## config.mk

```make
export PLATFORM = sky130hd
export DESIGN_NAME = lag_elastic_channel
export DESIGN_NICKNAME = d
export VERILOG_FILES = /design/src/rtl/lag_channel_pkg.sv /design/src/rtl/lag_elastic_buf.sv /design/src/rtl/lag_elastic_channel.sv
export SDC_FILE = /design/constraint.sdc
export NUM_CORES = 1
export LEC_CHECK = 0
export ABC_AREA = 1
export CAP_MARGIN = 20
export CORE_MARGIN = 2
export CORE_UTILIZATION = 56
export CTS_BUF_LIST = sky130_fd_sc_hd__clkbuf_8
export CTS_CLUSTER_DIAMETER = 30
export CTS_CLUSTER_SIZE = 20
export DETAILED_ROUTE_END_ITERATION = 8
export GPL_TIMING_DRIVEN = 0
export PLACE_DENSITY = 0.88
export SETUP_SLACK_MARGIN = 0.1
export SLEW_MARGIN = 25
export SYNTH_ARGS = -nofsm -noshare
export SYNTH_HDL_FRONTEND = slang
export SYNTH_SLANG_ARGS = --single-unit
export TNS_END_PERCENT = 5
```

## constraint.sdc

```tcl
create_clock -name clk -period 3.32 [get_ports clk]
set_input_delay 0.664 -clock clk [delete_from_list [all_inputs] [get_ports clk]]
set_output_delay 0.664 -clock clk [all_outputs]
set_load 0.01 [all_outputs]
```

## src/rtl/lag_channel_pkg.sv

```systemverilog
// ============================================================================
// lag_channel_pkg : shared types and helpers for the elastic inter-router channel
// Revision: 1.0
// ============================================================================
`default_nettype none

package lag_channel_pkg;

  localparam int DW_DEFAULT = 64;

  typedef logic [DW_DEFAULT-1:0] flit_t;

  typedef enum logic [1:0] {
    EMPTY = 2'd0,
    FULL1 = 2'd1,
    FULL2 = 2'd2
  } stage_state_e;

  // Each stage holds at most two flits, so a PC never exceeds 2*stages.
  function automatic int occ_width(input int stages);
    if (stages < 1) return 1;
    return $clog2(2 * stages + 1);
  endfunction

endpackage

`default_nettype wire

```

## src/rtl/lag_elastic_buf.sv

```systemverilog
// ============================================================================
// lag_elastic_buf : one 2-entry (main + skid) elastic stage for a single PC
// Revision: 1.0
// ============================================================================
`default_nettype none

module lag_elastic_buf
  import lag_channel_pkg::*;
#(
  parameter int dw = DW_DEFAULT
) (
  input  logic          clk,
  input  logic          rst,
  input  logic          flush,
  input  logic [dw-1:0] in_data,
  input  logic          in_valid,
  output logic          in_ready,
  output logic [dw-1:0] out_data,
  output logic          out_valid,
  input  logic          out_ready
);

  stage_state_e  state;
  logic [dw-1:0] main_data;
  logic [dw-1:0] skid_data;
  logic          valid_reg;
  logic          ready_reg;
  logic          accept;
  logic          drain;

  assign accept    = in_valid & ready_reg;
  assign drain     = valid_reg & out_ready;
  assign in_ready  = ready_reg;
  assign out_valid = valid_reg;
  assign out_data  = main_data;

  // Main is cleared whenever it empties so out_data reads zero while idle.
  always_ff @(posedge clk) begin
    if (rst) begin
      state     <= EMPTY;
      main_data <= '0;
      skid_data <= '0;
      valid_reg <= 1'b0;
      ready_reg <= 1'b1;
    end else if (flush) begin
      state     <= EMPTY;
      main_data <= '0;
      valid_reg <= 1'b0;
      ready_reg <= 1'b1;
    end else begin
      case (state)
        EMPTY: begin
          if (accept) begin
            main_data <= in_data;
            valid_reg <= 1'b1;
            state     <= FULL1;
          end
        end
        FULL1: begin
          if (accept && !drain) begin
            skid_data <= in_data;
            ready_reg <= 1'b0;
            state     <= FULL2;
          end else if (drain && !accept) begin
            main_data <= '0;
            valid_reg <= 1'b0;
            state     <= EMPTY;
          end else if (accept && drain) begin
            main_data <= in_data;
          end
        end
        FULL2: begin
          if (drain) begin
            main_data <= skid_data;
            ready_reg <= 1'b1;
            state     <= FULL1;
          end
        end
        default: begin
          state     <= EMPTY;
          main_data <= '0;
          valid_reg <= 1'b0;
          ready_reg <= 1'b1;
        end
      endcase
    end
  end

endmodule

`default_nettype wire

```

## src/rtl/lag_elastic_channel.sv

```systemverilog
// ============================================================================
// lag_elastic_channel : pipelined elastic channel, stages x nPC buffers with
//                       per-PC occupancy counters and synchronous flush
// Revision: 1.0
// ============================================================================
`default_nettype none

module lag_elastic_channel
  import lag_channel_pkg::*;
#(
  parameter int stages = 1,
  parameter int nPC    = 1,
  parameter int dw     = DW_DEFAULT
) (
  input  logic                                      clk,
  input  logic                                      rst,
  input  logic                                      flush,
  input  logic [nPC-1:0][dw-1:0]                    in_data,
  input  logic [nPC-1:0]                            in_valid,
  output logic [nPC-1:0]                            in_ready,
  output logic [nPC-1:0][dw-1:0]                    out_data,
  output logic [nPC-1:0]                            out_valid,
  input  logic [nPC-1:0]                            out_ready,
  output logic [nPC-1:0][occ_width(stages)-1:0]     occupancy
);

  localparam int OW = occ_width(stages);

  generate
    if (stages == 0) begin : g_pass
      assign out_data  = in_data;
      assign out_valid = in_valid;
      assign in_ready  = out_ready;
      assign occupancy = '0;

      logic unused_ctrl;
      assign unused_ctrl = ^{clk, rst, flush};
    end else begin : g_pipe
      for (genvar p = 0; p < nPC; p++) begin : g_pc
        logic [stages:0][dw-1:0] d;
        logic [stages:0]         v;
        logic [stages:0]         r;
        logic [OW-1:0]           occ;
        logic                    acc;
        logic                    drn;

        assign d[0]         = in_data[p];
        assign v[0]         = in_valid[p];
        assign in_ready[p]  = r[0];
        assign out_data[p]  = d[stages];
        assign out_valid[p] = v[stages];
        assign r[stages]    = out_ready[p];

        for (genvar s = 0; s < stages; s++) begin : g_stage
          lag_elastic_buf #(.dw(dw)) u_buf (
            .clk       (clk),
            .rst       (rst),
            .flush     (flush),
            .in_data   (d[s]),
            .in_valid  (v[s]),
            .in_ready  (r[s]),
            .out_data  (d[s+1]),
            .out_valid (v[s+1]),
            .out_ready (r[s+1])
          );
        end

        assign acc = v[0] & r[0];
        assign drn = v[stages] & r[stages];

        always_ff @(posedge clk) begin
          if (rst || flush) begin
            occ <= '0;
          end else if (acc && !drn) begin
            occ <= occ + OW'(1);
          end else if (drn && !acc) begin
            occ <= occ - OW'(1);
          end
        end

        assign occupancy[p] = occ;
      end
    end
  endgenerate

endmodule

`default_nettype wire
```

[After elaboration in Yosys (flattened, before gate mapping)]
Index checks and enable logic that the tools add are counted.
Word-level totals
  register bits: 134
  input port bits: 69
  logic and storage cells: 56
Operators by class
  add/sub/neg operators: 2
  equal/unequal tests: 9
  muxes and demuxes: 20
  bitwise gates (word level): 5
  reductions and logical operators: 14
Operator list (number)
  $mux 64: 5
  $pmux 64 s3: 1
  $mux 2: 6
  $reduce_and 3->1: 3
  $reduce_and 4->1: 2
  $ne 2x2->1 const B: 3
  $pmux 1 s3: 2
  $pmux 2 s3: 1
  $mux 1: 5
  $ne 2x1->1 const B: 2
  $logic_and 1x1->1: 3
  $ne 3x2->1 const B: 1
  $ne 3x3->1 const B: 1
  $not 1->1: 3
  $add 2x1->2 const B: 1
  $and 1x1->1: 2
  $eq 2x1->1 const B: 1
  $eq 2x2->1 const B: 1
  $logic_not 1->1: 2
  $logic_not 2->1: 1
  $reduce_bool 2->1: 1
  $reduce_or 2->1: 1
  $sub 2x1->2 const B: 1
  $logic_or 1x1->1: 1

[Depth between registers and ports, before layout]
  depth after elaboration: 6
  mapped depth: 9
  depth with buffers taken out: 8

[Cells and area by module]
A second synthesis with hierarchy kept.
Second synthesis, totals
  cell total of the unflattened synthesis: 838
  area total of the unflattened synthesis: 5725.5 um^2
By module, submodules not included
  lag_elastic_buf: instances 1, cells an instance 817, area each 5596.6 um^2, seq. area each 2642.5 um^2
  lag_elastic_channel: instances 1, cells an instance 21, area each 128.9 um^2, seq. area each 40.0 um^2

[Worst setup path before layout]
No wires, ideal clock.
  kind: input-to-reg
  start: input out_ready
  end: register g_pipe.g_pc[0].g_stage[0].u_buf.main_data[22]
  data arrival time: 1.540 ns
  required time: 3.250 ns
  path slack: 1.710 ns
  cell stages on the path: 9
  cell sequence: nand2_1 inv_1 nand2_1 buf_2 buf_2 nand3_1 nand3_1 nand2_1 a21oi_1
Between the ends
  longest elaborated chain between the ends: 5
  elaborated cells between the ends (all ways): 12
RTL lines
  from (decl): RTL line lag_elastic_channel.sv:23  | input logic [nPC-1:0] out_ready,
  $and 1x1->1 *: RTL line lag_elastic_buf.sv:32  | assign drain = valid_reg & out_ready;
  $logic_and 1x1->1 / $logic_not 1->1 (equally long branches): RTL line lag_elastic_buf.sv:64, lag_elastic_buf.sv:60
  $mux 64 / $logic_and 1x1->1 (equally long branches): RTL line lag_elastic_buf.sv:64, lag_elastic_buf.sv:60
  $mux 64 / $ne 2x2->1 (equally long branches)
  $pmux 64 s3 / $reduce_and 4->1 (equally long branches)
  to (signal assigned): RTL line lag_elastic_buf.sv:54  | main_data <= in_data;
  to (signal assigned): RTL line lag_elastic_buf.sv:69  | main_data <= in_data;
  to (signal assigned): RTL line lag_elastic_buf.sv:74  | main_data <= skid_data;
  to (decl): RTL line lag_elastic_buf.sv:24  | logic [dw-1:0] main_data;
Mark *: on every way between the ends. The rest lies on a longest branch, timed or not. The select of a mux whose other input is x is not followed.
A chain may end at the register's enable or synchronous reset.

[Final worst setup path]
  start: input flush
  end: register g_pipe.g_pc[0].g_stage[0].u_buf.main_data[45]
Between the ends
  longest elaborated chain between the ends: 1
RTL lines
  from (decl): RTL line lag_elastic_channel.sv:17  | input logic flush,
  $reduce_or 2->1 (no line)
Every way passes these cells.

==> flow_summary_export.csv <==
group,metric,value,unit
clock_tree,cts.sinks,134,
power,peakVddDrop,321.7,uV
synth,synth_edf_count,0,
finish,drive_gt1_share,8.223,%
sta,slew_viol_final,0,
grt,grt_max_degree,17,
worst_setup_path,end_kind,"register",
synth,syn_inst,890,
worst_setup_path,cp_slowest_cell,"clkdlybuf4s50_1",
worst_setup_path,cpMostUsedCell,"clkbuf_1",
sta,slew_headroom,59.91,%
place,gp_congestion,0.8883,
worst_setup_path,crit_type,"primary input to register",
route,drtIter0Drc,554,
sta,finalCritPeriodShare,63.51,%
route,first_pass_iters,5,
worst_setup_path,critPathMaxStageDelay,0.51,ns
finish,area_growth,32.07,%
grt,grt_overflow_total,0,
clock_tree,cts_hold_buf,0,
clock_tree,cts_setup_buffers,0,
worst_setup_path,worstSetupStartpoint,"flush",
synth,synthTopCellsByCount,"399 x nand2_1, 134 x dfxtp_1, 132 x a21oi_1",
sta,fmax,0.4743,GHz
finish,multi_input_area,0.002910,mm2
sta,finalSetupViolCount,0,
worst_setup_path,crit_path_cell_trace,"clkdlybuf4s50_1 > nor2_1 > inv_1 > clkbuf_1 > clkbuf_1 > a21oi_1",
worst_setup_path,cp_max_fo,10,
place,portBuffers,136,
synth,synthDistinctLibCells,16,
flow_run,drv_cap,0,
sta,rsz0062_at_grt,"false",
sta,finalCriticalPeriod,2.108,ns
clock_tree,numCtsBuffers,17,
clock_tree,clockRootBuffer,"clkbuf_8",
clock_tree,cts_resized,0,
power,power_density,453.0,mW/mm2
clock_tree,clk_pin_slew_worst_paths,0.08,ns
sta,setup_tns,0,ns
route,avgRoutedWirePerCell,13.44,um
grt,top_usage_layer,"met2",
grt,grt_pass1_wl,26.45,mm
clock_tree,cts_tree,"yes",
synth,synth_seq_area_share,44.77,%
sta,worst_pin_slew,0.6013,ns
grt,grt_use_met1,37.53,%
power,p_leak,3.029,nW
die,start_util,57.78,%
power,total_power,3.585,mW
synth,synth_top_area_share,44.77,%
worst_setup_path,cp.arrival,2.42,ns
finish,regArea,0.002683,mm2
die,die_y,107.4,um
grt,grt_pass1_vias,5700,
place,dp_hpwl,10.87,mm
synth,synth_area_leaders,"dfxtp_1 45%, nand2_1 25%, a21oi_1 11%, nand3_1 11%, buf_2 3.3%",
synth,ys_warn_count,0,
route,viasPerCell,5.312,
die,die-area,0.01154,mm2
grt,grtUsageMet2,46.56,%
die,core_area,0.01037,mm2
worst_setup_path,required,3.63,ns
die,io-pin-count,137,
synth,async_flop_share,0,%
synth,syn_area_per_cell,6.733,um2
finish,antenna_cells,0,
worst_setup_path,crit_buf_inv,4,
grt,grt_usage,28.34,%
sta,hold_violations,0,
outcome,outcome,"finished clean",
synth,syn_nets,959,
worst_setup_path,path_delay_family,"buffers and inverters",
finish,fillers,831,
route,drtAntennaViolNets,0,
grt,met3_usage,5.387,%
synth,syn_area,0.005992,mm2
synth,synthFlopType,"dfxtp_1",
grt,antenna_found_initial,0,
finish,nets,1114,
min_path,hold_class,"register to register",
clock_tree,ctsHtreeMaxLevel,4,
synth,synth-seq-cells,134,
worst_setup_path,start_kind,"primary input",
route,vias,6342,
die,rows,37,
die,die_width,107.4,um
synth,synth.largest_area_cell,"dfxtp_1",
synth,synth.most_common_cell,"nand2_1",
clock_tree,clock_path_buffers,2,
clock_tree,insertion_delay,0.44,ns
route,drc,0,
route,routed_wl,16.04,mm
worst_setup_path,reg2reg_from,"g_pipe.g_pc[0].g_stage[0].u_buf.out_valid",
sta,skew,0.01407,ns
min_path,min_from,"g_pipe.g_pc[0].g_stage[0].u_buf.out_data[31]",
final cells by class:
| class | instances | share of cell area, % |
|---|---|---|
| Timing Repair Buffer | 136 | 17.20 |
| Multi-Input combinational cell | 677 | 36.77 |
| Tap cell | 136 | 2.150 |
| Clock inverter | 15 | 1.976 |
| Sequential cell | 134 | 33.90 |
| Clock buffer | 17 | 2.957 |
| Inverter | 12 | 0.5692 |
| Buffer | 67 | 4.474 |
sequential cells by signal, summed over array words and instances, names as in the netlist:
name	cells
g_pipe.g_pc.g_stage.u_buf.out_data	64
g_pipe.g_pc.g_stage.u_buf.skid_data	64
g_pipe.g_pc.g_stage.u_buf.state	2
occupancy	2
g_pipe.g_pc.g_stage.u_buf.in_ready	1
g_pipe.g_pc.g_stage.u_buf.out_valid	1
report_power, final:
part	total (mW)	internal (mW)	switching, mW
sequential	1.68	1.65	0.0266
combinational	0.565	0.258	0.307
clock	1.34	0.670	0.668
layer usage:
layer	up-vias	routed length, um
met5	-	0
met3	34	915
li1	3203	-
met2	234	7616
met4	0	290
met1	2871	7222
path summary, 6_finish.rpt:
check,to,slack (ns),depth (start not counted)
hold / removal,g_pipe.g_pc[0].g_stage[0].u_buf.out_data[31],0.46,2
hold reg to reg,g_pipe.g_pc[0].g_stage[0].u_buf.out_data[31],0.46,2
setup reg to reg,g_pipe.g_pc[0].g_stage[0].u_buf.out_data[45],1.66,7
setup / recovery,g_pipe.g_pc[0].g_stage[0].u_buf.out_data[45],1.21,6
stage by stage:
| stage | cell area (um2) | instances | hold slack, ns | worst slack [ns] | util, % |
|---|---|---|---|---|---|
| floorplan | 5992 | 890 | 0.4441 | 1.710 | - |
| detailed placement | 7523 | 1162 | 0.4527 | 0.7983 | 72.55 |
| global placement | 7523 | 1162 | 0.4488 | 0.8207 | 72.55 |
| global route | 7914 | 1194 | 0.4782 | 1.085 | 76.32 |
| finish | 7914 | 1194 | 0.4631 | 1.212 | 76.32 |
| CTS | 7914 | 1194 | 0.4655 | 1.219 | 76.32 |
worst register-to-register path, delay by kind of cell (launching register included):
| family | cells | cell delay, ns |
|---|---|---|
| simple gates | 4 | 0.68 |
| flops | 1 | 0.39 |
| buf+inv | 2 | 0.35 |
| compound gates | 1 | 0.16 |
layout by cell type (no fill, tap or decap), drive strengths merged:
| cell type | synthesis | layout |
|---|---|---|
| a21oi | 132 | 132 |
| buf | 49 | 49 |
| bufinv | 0 | 2 |
| clkbuf | 18 | 35 |
| clkdlybuf4s50 | 0 | 136 |
| clkinv | 0 | 5 |
| clkinvlp | 0 | 3 |
| dfxtp | 134 | 134 |
| inv | 12 | 17 |
| nand2 | 402 | 402 |
| nand3 | 129 | 129 |
| nor2 | 9 | 9 |
| o21ai | 5 | 5 |
cell families after synthesis:
| logic type | count (synthesis) | share of synthesized area (%) |
|---|---|---|
| and+or+nand+nor | 540 | 37.13 |
| AOI/OAI and AO/OA | 137 | 11.44 |
| DFF | 134 | 44.77 |
| buffers and inverters | 79 | 6.661 |
(Power assumes the default switching activity.)
